--- config.mk ---
export PLATFORM = sky130hd
export DESIGN_NAME = load_unit
export DESIGN_NICKNAME = d
export VERILOG_FILES = /design/src/rtl/load_unit.sv
export SDC_FILE = /design/constraint.sdc
export NUM_CORES = 1
export LEC_CHECK = 0
export ABC_AREA = 1
export ABC_CLOCK_PERIOD_IN_PS = 2000
export BUFFER_PORTS_ARGS = -buffer_cell sky130_fd_sc_hd__buf_2
export CAP_MARGIN = 0
export CORE_MARGIN = 1.5
export CORE_UTILIZATION = 48
export CTS_CLUSTER_SIZE = 20
export DETAILED_ROUTE_END_ITERATION = 10
export PLACE_DENSITY_LB_ADDON = 0.12
export SLEW_MARGIN = 15
export SYNTH_ARGS = -nofsm -noshare
export SYNTH_HDL_FRONTEND = slang
export SYNTH_SLANG_ARGS = --single-unit
--- constraint.sdc ---
create_clock -name I_clk -period 2 [get_ports I_clk]
set_input_delay 0.4 -clock I_clk [delete_from_list [all_inputs] [get_ports I_clk]]
set_output_delay 0.4 -clock I_clk [all_outputs]
set_load 0.02 [all_outputs]
--- src/rtl/load_unit.sv ---
// Data-memory load path: alignment check, one word-aligned bus read with
// request/acknowledge and timeout, then byte/halfword/word extraction and extension.
module load_unit #(
    parameter int TIMEOUT_CYCLES = 255
) (
    input  logic        I_clk,
    input  logic        I_rst,
    input  logic        I_valid,
    output logic        O_ready,
    input  logic [2:0]  I_loadsel,
    input  logic [31:0] I_addr,
    output logic        O_bus_req,
    output logic [31:0] O_bus_addr,
    input  logic        I_bus_ack,
    input  logic [31:0] I_bus_data,
    output logic        O_valid,
    output logic [31:0] O_data,
    output logic        O_err,
    output logic        O_misaligned,
    output logic [1:0]  O_state
);

    // Handshakes: a request transfers on a rising edge where I_valid & O_ready;
    // a bus read completes on a rising edge where O_bus_req & I_bus_ack.
    typedef enum logic [1:0] {
        S_IDLE = 2'd0,
        S_WAIT = 2'd1,
        S_DONE = 2'd2
    } state_t;

    localparam logic [7:0] LAST_WAIT = 8'(TIMEOUT_CYCLES - 1);

    state_t      state_q, state_d;
    logic [7:0]  cnt_q, cnt_d;
    logic [2:0]  sel_q, sel_d;
    logic [31:0] addr_q, addr_d;
    logic [31:0] data_q, data_d;
    logic        err_q, err_d;
    logic        mis_q, mis_d;

    function automatic logic is_misaligned(input logic [2:0] sel, input logic [1:0] lo);
        case (sel)
            3'b000, 3'b100: is_misaligned = 1'b0;
            3'b001, 3'b101: is_misaligned = lo[0];
            default:        is_misaligned = (lo != 2'b00);
        endcase
    endfunction

    function automatic logic [31:0] format_word(input logic [2:0] sel, input logic [1:0] lo,
                                                input logic [31:0] word);
        logic [31:0] shifted;
        logic [7:0]  b;
        logic [15:0] h;
        shifted = word >> {lo, 3'b000};
        b = shifted[7:0];
        h = lo[1] ? word[31:16] : word[15:0];
        case (sel)
            3'b000:  format_word = {{24{b[7]}}, b};
            3'b100:  format_word = {24'b0, b};
            3'b001:  format_word = {{16{h[15]}}, h};
            3'b101:  format_word = {16'b0, h};
            default: format_word = word;
        endcase
    endfunction

    always_ff @(posedge I_clk) begin
        if (!I_rst) begin
            state_q <= S_IDLE;
            cnt_q   <= 8'd0;
            sel_q   <= 3'd0;
            addr_q  <= 32'd0;
            data_q  <= 32'd0;
            err_q   <= 1'b0;
            mis_q   <= 1'b0;
        end else begin
            state_q <= state_d;
            cnt_q   <= cnt_d;
            sel_q   <= sel_d;
            addr_q  <= addr_d;
            data_q  <= data_d;
            err_q   <= err_d;
            mis_q   <= mis_d;
        end
    end

    always_comb begin
        state_d = state_q;
        cnt_d   = cnt_q;
        sel_d   = sel_q;
        addr_d  = addr_q;
        data_d  = data_q;
        err_d   = err_q;
        mis_d   = mis_q;
        case (state_q)
            S_IDLE: begin
                if (I_valid) begin
                    sel_d  = I_loadsel;
                    addr_d = I_addr;
                    cnt_d  = 8'd0;
                    if (is_misaligned(I_loadsel, I_addr[1:0])) begin
                        data_d  = 32'd0;
                        err_d   = 1'b1;
                        mis_d   = 1'b1;
                        state_d = S_DONE;
                    end else begin
                        state_d = S_WAIT;
                    end
                end
            end
            S_WAIT: begin
                // An ack in the final allowed cycle still completes normally.
                if (I_bus_ack) begin
                    data_d  = format_word(sel_q, addr_q[1:0], I_bus_data);
                    err_d   = 1'b0;
                    mis_d   = 1'b0;
                    state_d = S_DONE;
                end else if (cnt_q == LAST_WAIT) begin
                    data_d  = 32'd0;
                    err_d   = 1'b1;
                    mis_d   = 1'b0;
                    state_d = S_DONE;
                end else begin
                    cnt_d = cnt_q + 8'd1;
                end
            end
            S_DONE:  state_d = S_IDLE;
            default: state_d = S_IDLE;
        endcase
    end

    always_comb begin
        O_ready      = (state_q == S_IDLE);
        O_bus_req    = (state_q == S_WAIT);
        O_valid      = (state_q == S_DONE);
        O_bus_addr   = {addr_q[31:2], 2'b00};
        O_data       = data_q;
        O_err        = err_q;
        O_misaligned = mis_q;
        O_state      = state_q;
    end

endmodule
==> run summary, run 1 <==
DRC = 0
Pre-Repair DR Iteration Count = 5
Starting Density = 0.4913
initial antenna violation count = 0
final worst-path cycle share = 0.8270
WS Path Type = flip-flop to primary output
vias in the first global route = 3458
Final #Nets = 779
DR vias/cell = 4.879
Die Height = 94.25 um
Worst-Skew Late Latency = 0.36 ns
layout cells sized above 1 = 0.2630
sequential area share after synthesis = 0.3957
Yosys top cell area share = 0.3957
placed instance count = 800
deepest clock path buffer count = 2
largest net degree at the start of global routing = 36
I/O Buffers = 139
Tot GR Track Use = 0.2274
number of synthesized flops with an enable pin = 0
hold crit path type = input port to flip-flop
Cell Rows = 33
wire per inst = 12.32 um
Final Skew = 0.01059 ns
final worst setup slack = 0.3459 ns
# IOs = 142
first-pass GRT wire length = 15.84 mm
endpoints failing hold = 0
yosys warns = 0
Worst Hold Path Cells = 3
cts hold-fix bufs = 0
DR vias = 3981
CTS tree = yes
cts bufs inserted = 9
synth top area cells = dfxtp_1 40%, nand2_1 13%, nor2_1 13%
Clock Sinks = 79
CTS clock-pin slew for the worst setup and hold paths = 0.10 ns
critical path required time = 1.60 ns
fin area = 4733 um2
most frequent cells in the layout = 139 x nand2_1, 139 x buf_2, 134 x nor2_1
Synth Flop Type = dfxtp_1
non-filler instance count after layout = 816
fraction of registers with async set/reset = 0
register area = 1582 um2
setup violators final = 0
PostCTS Resize Cnt = 0
dpl ws = 0.4362 ns
Root Driver = clkbuf_8
DRT iter0 DRCs = 163
ANT nets after route = 0
Final min period = 1.654 ns
Post-CTS Setup Bufs = 0
post-synth top area cell = dfxtp_1
Die Wd = 94.25 um
Cell Area, Synth = 3996 um2
Worst setup EP type = primary output
number of antenna diodes = 0
max cap viols = 0
Max FO, Critical Path = 9
Max VDD drop = 0.4557 mV
Area Growth Syn to Fin = 18.44%
cell count after synthesis = 604
Post-Route Setup TNS = 0 ns
reg2reg path depth = 10
outcome = finished, final reports clean
data arrival time of the critical path = 1.25 ns
Overflow after GRT = 0
RePlAce Congestion = 0.9395
Lkg Pwr = 2.345 nW
RSZ-0062 raised after global routing = false
core area = 8134 um2
fin. max-slew vios = 0
Routed WL = 10.05 mm
Power Density = 790.2 nW/um2
fillers = 835
area of the multi-input gates = 1893 um2
CP Launch Type = flip-flop
post-synthesis register bit count = 79
H-tree depth = 3
Area after DPL = 4539 um2
Max Freq = 604.6 MHz
Die ar. = 8882 um2
dpl hpwl = 7.480 mm
Synth cell types = 29
Mapped Avg Cell Area = 6.616 um2
## cells in the mapped netlist (5+ instances only)
cell type  count
nand2_1      139
nor2_1       134
dfxtp_1       79
a21oi_1       52
clkbuf_1      13
o21ai_0       45
inv_2          5
nand3_1       29
buf_2         10
buf_4         35
o22ai_1        5
inv_1         29
## flip-flops by register name (all words and copies together) (netlist names)
signal / cells
sel_q: 3
O_data: 32
addr_q: 32
O_misaligned: 1
cnt_q: 8
O_state: 2
O_err: 1
## power by group
part | total, W | internal [W] | switching, W | leakage [nW]
clock | 0.00116 | 0.000487 | 0.000670 | 0.0959
combinational | 0.000853 | 0.000292 | 0.000561 | 1.60
sequential | 0.00173 | 0.00167 | 0.0000602 | 0.646
## worst paths after layout
kind	from	endpoint	slack [ns]
min reg2reg	O_err	O_err	0.45
max	O_state[1]	O_bus_req	0.35
min	I_addr[18]	addr_q[18]	0.28
max reg2reg	cnt_q[0]	O_data[15]	0.41
## worst max-delay path: stages, from the launching register on
cell     delay [ns]
dfxtp_1        0.36
inv_1          0.12
nand2_2        0.09
inv_2          0.14
buf_2          0.19
## per-stage QoR
step / power (W) / util / hold slack, ns
6_report: 0.003740 / 0.5819 / 0.2812
2_1_floorplan: 0.002432 / - / 0.4563
4_1_cts: 0.003773 / 0.5819 / 0.2696
3_3_place_gp: 0.002610 / 0.5581 / 0.4308
5_1_grt: 0.003944 / 0.5819 / 0.2755
3_5_place_dp: 0.002619 / 0.5581 / 0.4342
## cell type report
| class | count | share of cell area |
|---|---|---|
| timing repair buffer | 152 | 0.1702 |
| tap | 105 | 0.02776 |
| multi-input combinational | 430 | 0.3999 |
| sequential | 79 | 0.3341 |
| inverter | 34 | 0.02696 |
| clock buffer | 9 | 0.02617 |
| clock inverter | 7 | 0.01480 |
## layer usage
layer / vias up / share of wire / track usage
met5: - / 0 / 0
met4: 0 / 0.021 / 0.09577
met3: 19 / 0.064 / 0.05097
met2: 127 / 0.44 / 0.3393
met1: 1755 / 0.47 / 0.3133
li1: 2080 / - / -
## cells by family (layout without fill, tap and decap cells)
family / count (synthesis) / count (layout) / synth area share
flip-flops: 79 / 79 / 0.3957
AND/OR/NAND/NOR: 319 / 319 / 0.3259
buffers and inverters: 96 / 202 / 0.1315
other: 1 / 2 / 0.0009384
XOR/XNOR: 1 / 1 / 0.002192
adder cells (fa/ha/maj): 2 / 2 / 0.006261
AO/OA/AOI/OAI: 106 / 106 / 0.1374
Note: power is estimated with default switching activity, not from simulation.
==> inputs of run 2 (changes only) <==
- ABC_CLOCK_PERIOD_IN_PS: 2000 -> 1400
- CORE_UTILIZATION: 48 -> 45
- clock period: 2 -> 1.4 ns (I/O delays scaled with it)
==> run summary, run 2 (synthesis gave the netlist of run 1 again) <==
Starting Density = 0.4605
WS Path Type = flip-flop to flip-flop
Area after DPL = 4695 um2
ANT nets after route = 0
setup violators final = 34
Max FO, Critical Path = 7
layout cells sized above 1 = 0.3708
Routed WL = 11.07 mm
final worst-path cycle share = 1.035
endpoints failing hold = 0
fillers = 877
first-pass GRT wire length = 17.05 mm
# IOs = 142
most frequent cells in the layout = 136 x buf_2, 129 x nor2_1, 115 x nand2_1
hold crit path type = input port to flip-flop
Worst-Skew Late Latency = 0.35 ns
failing checks = setup timing
I/O Buffers = 139
Die Wd = 97.24 um
Root Driver = clkbuf_8
cts hold-fix bufs = 0
fin area = 5329 um2
dpl ws = -0.03142 ns
DR vias/cell = 4.922
Pre-Repair DR Iteration Count = 5
Final #Nets = 807
most common cell after layout, fill and taps aside = buf_2
Lkg Pwr = 2.589 nW
cts bufs inserted = 9
CTS tree = yes
Worst setup EP type = flip-flop
DRT iter0 DRCs = 247
data arrival time of the critical path = 1.68 ns
vias in the first global route = 3728
wire per inst = 13.06 um
Tot GR Track Use = 0.2173
outcome = finished with violations
Max VDD drop = 0.5059 mV
initial antenna violation count = 0
deepest clock path buffer count = 2
RePlAce Congestion = 1.009
dpl hpwl = 7.810 mm
Post-Route Setup TNS = -0.9234 ns
Power Density = 1079 nW/um2
final worst setup slack = -0.04862 ns
Max Freq = 690.3 MHz
Cell Rows = 34
Die Height = 97.24 um
Die ar. = 9455 um2
DR vias = 4169
largest net degree at the start of global routing = 31
CTS clock-pin slew for the worst setup and hold paths = 0.09 ns
CP Launch Type = flip-flop
fin. max-slew vios = 0
Final min period = 1.449 ns
Final Skew = 0.01378 ns
Overflow after GRT = 0
H-tree depth = 3
number of antenna diodes = 0
Clock Sinks = 79
RSZ-0062 raised after global routing = true
DRC = 0
critical path required time = 1.64 ns
max cap viols = 0
core area = 8678 um2
Area Growth Syn to Fin = 33.34%
hold_ws = 0.1743 ns
==> run 2: changes by cell type in the layout (fill, tap and decap cells not counted), sizes merged <==
cell    change
clkbuf      +5
inv         -3
bufinv      +1
buf        +24
nand2       +1
==> run 2: routing by layer <==
metal / vias up / global-route usage / part of all wire
li1: 2148 / - / -
met1: 1855 / 0.3020 / 0.45
met2: 139 / 0.3319 / 0.46
met3: 27 / 0.04029 / 0.062
met4: 0 / 0.09121 / 0.026
met5: - / 0 / 0
==> run 2: area by class of cell <==
cell class                      instances  area, um2  share of cell area
Clock buffer                           11      151.4             0.02841
Clock inverter                          5      63.81             0.01197
Inverter                               34      132.6             0.02489
Multi-Input combinational cell        431       2132              0.4001
Sequential cell                        79       1594              0.2991
Tap cell                              108      135.1             0.02536
Timing Repair Buffer                  179       1120              0.2101
==> run 2: stage by stage <==
stage | instances | power [W] | util
floorplan | 605 | 0.003477 | -
global placement | 819 | 0.003789 | 0.5409
detailed placement | 819 | 0.003802 | 0.5409
CTS | 836 | 0.005621 | 0.5714
global route | 847 | 0.006051 | 0.6140
finish | 847 | 0.005748 | 0.6140
==> run 2: worst max-delay path, stage by stage, from the launching register on <==
cell	delay, ns
dfxtp_2	0.33
inv_2	0.07
ha_4	0.13
nand2_2	0.07
nor2_4	0.13
nand2_2	0.08
nand3_4	0.10
nand2_8	0.11
clkbuf_16	0.19
nand2_2	0.06
a21oi_2	0.05
==> run 2: timing repair <==
action / CTS / global route
setup buffers: 1 / 6
resized for setup: 14 / 67
endpoints found under the hold margin: 0 / 0
pin swaps: 1 / 13
setup endpoints to repair: 35 / 76
gates cloned: 0 / 5
==> run 2: path summary, 6_finish.rpt <==
kind	from	endpoint	slack, ns	cells after the start
max	cnt_q[0]	O_data[28]	-0.05	10
min	I_addr[23]	addr_q[23]	0.17	3
max reg2reg	cnt_q[0]	O_data[28]	-0.05	10
min reg2reg	O_data[0]	O_data[0]	0.47	2
==> run 2: where the power goes <==
group | switching, W | internal [W] | total, W
clock network | 0.000852 | 0.000937 | 0.00179
registers | 0.0000873 | 0.00239 | 0.00247
logic | 0.000905 | 0.000579 | 0.00148
total | 0.00184 | 0.00390 | 0.00575
==> inputs of run 3 (changes only) <==
--- a/config.mk
+++ b/config.mk
@@ -8,7 +8,8 @@
 export ABC_AREA = 1
-export ABC_CLOCK_PERIOD_IN_PS = 1400
+export ABC_CLOCK_PERIOD_IN_PS = 1800
 export BUFFER_PORTS_ARGS = -buffer_cell sky130_fd_sc_hd__buf_2
 export CAP_MARGIN = 0
+export CORE_ASPECT_RATIO = 1.1
 export CORE_MARGIN = 1.5
-export CORE_UTILIZATION = 45
+export CORE_UTILIZATION = 48
 export CTS_CLUSTER_SIZE = 20
==> constraint.sdc (replaced) <==
create_clock -name I_clk -period 1.8 [get_ports I_clk]
set_input_delay 0.18 -clock I_clk [delete_from_list [all_inputs] [get_ports I_clk]]
set_output_delay 0.18 -clock I_clk [all_outputs]
set_load 0.02 [all_outputs]
==> run summary, run 3 (synthesis gave the netlist of run 1 again) <==
DR vias = 3949
Worst-Skew Late Latency = 0.35 ns
outcome = finished, final reports clean
Max VDD drop = 0.3958 mV
most frequent cells in the layout = 139 x nand2_1, 139 x buf_2, 134 x nor2_1
Die ar. = 8883 um2
cts hold-fix bufs = 0
first-pass GRT wire length = 16.53 mm
Final Skew = 0.01383 ns
core area = 7998 um2
fin. max-slew vios = 0
layout cells sized above 1 = 0.2616
setup violators final = 0
Root Driver = clkbuf_8
CTS clock-pin slew for the worst setup and hold paths = 0.09 ns
Die Height = 98.70 um
DRT iter0 DRCs = 264
wire per inst = 12.13 um
PnR Total Power = 0.004176 W
Die Wd = 90 um
# IOs = 142
DRC = 0
ANT nets after route = 0
max cap viols = 0
Tot GR Track Use = 0.2279
Routed WL = 9.934 mm
Max Freq = 641.4 MHz
deepest clock path buffer count = 2
area of the multi-input gates = 1893 um2
Overflow after GRT = 0
final core utilization = 0.5928
initial antenna violation count = 0
final worst-path cycle share = 0.8662
endpoints failing hold = 0
Starting Density = 0.4997
cts bufs inserted = 9
largest net degree at the start of global routing = 39
Final #Nets = 779
PostCTS Resize Cnt = 0
Max FO, Critical Path = 35
critical path required time = 2.08 ns
Lkg Pwr = 2.338 nW
H-tree depth = 3
register area = 1582 um2
hold_ws = 0.07247 ns
dpl hpwl = 7.296 mm
DR vias/cell = 4.822
hold crit path type = input port to flip-flop
Pre-Repair DR Iteration Count = 7
Cell Rows = 34
Area Growth Syn to Fin = 18.63%
Power Density = 880.9 nW/um2
Clock Sinks = 79
CP Launch Type = flip-flop
Worst setup EP type = flip-flop
data arrival time of the critical path = 1.83 ns
WS Path Type = flip-flop to flip-flop
fillers = 859
Post-CTS Setup Bufs = 0
CTS tree = yes
number of antenna diodes = 0
Post-Route Setup TNS = 0 ns
I/O Buffers = 139
Final min period = 1.559 ns
vias in the first global route = 3586
RSZ-0062 raised after global routing = false
RePlAce Congestion = 0.8939
==> run 3: cell types whose count changed in the layout (fill, tap and decap cells not counted), sizes merged <==
cell      previous run  this run
nand2              147       146
buf                176       152
inv                 36        35
clkbuf              14        10
clkinvlp             1         3
==> run 3: final cells by class <==
class / count / share of cell area
Timing Repair Buffer: 152 / 0.1700
Clock buffer: 10 / 0.02692
Inverter: 34 / 0.02692
Tap cell: 108 / 0.02850
Clock inverter: 6 / 0.01478
Multi-Input combinational cell: 430 / 0.3993
Sequential cell: 79 / 0.3336
==> run 3: stage by stage <==
| stage | setup slack, ns | instance area (um2) | std cells |
|---|---|---|---|
| after floorplan | 0.2476 | 4000 | 605 |
| after global placement | 0.3094 | 4543 | 803 |
| after detailed placement | 0.2686 | 4543 | 803 |
| after CTS | 0.2424 | 4741 | 819 |
| after global routing | 0.01510 | 4741 | 819 |
| final | 0.2408 | 4741 | 819 |
==> run 3: worst max-delay path, stage by stage, from the launching register on <==
cell     delay, ns
dfxtp_1       0.42
inv_1         0.10
ha_1          0.20
nand2_1       0.06
nor2_1        0.05
nand2_1       0.06
nand3_1       0.09
nand2_2       0.10
buf_12        0.19
nand2_1       0.07
a21oi_1       0.15
==> run 3: per-layer routing <==
metal	wire, um	global-route usage	vias up
li1	-	-	2083
met1	4686	0.3047	1729
met2	4509	0.3666	130
met3	660	0.05247	7
met4	78	0.06960	0
met5	0	0	-
==> run 3: final timing paths <==
check	start	endpoint	slack (ns)	cells past startpoint
max reg2reg	cnt_q[0]	O_data[16]	0.24	10
min reg2reg	O_err	O_err	0.45	2
min	I_addr[31]	addr_q[31]	0.07	3
max	cnt_q[0]	O_data[16]	0.24	10
==> run 3: power by group <==
group          leakage, nW  total, W  switching, W  internal (W)
sequential           0.646   0.00192     0.0000646       0.00186
combinational         1.60  0.000951      0.000626      0.000325
clock               0.0891   0.00131      0.000657      0.000648
total                 2.34   0.00418       0.00135       0.00283
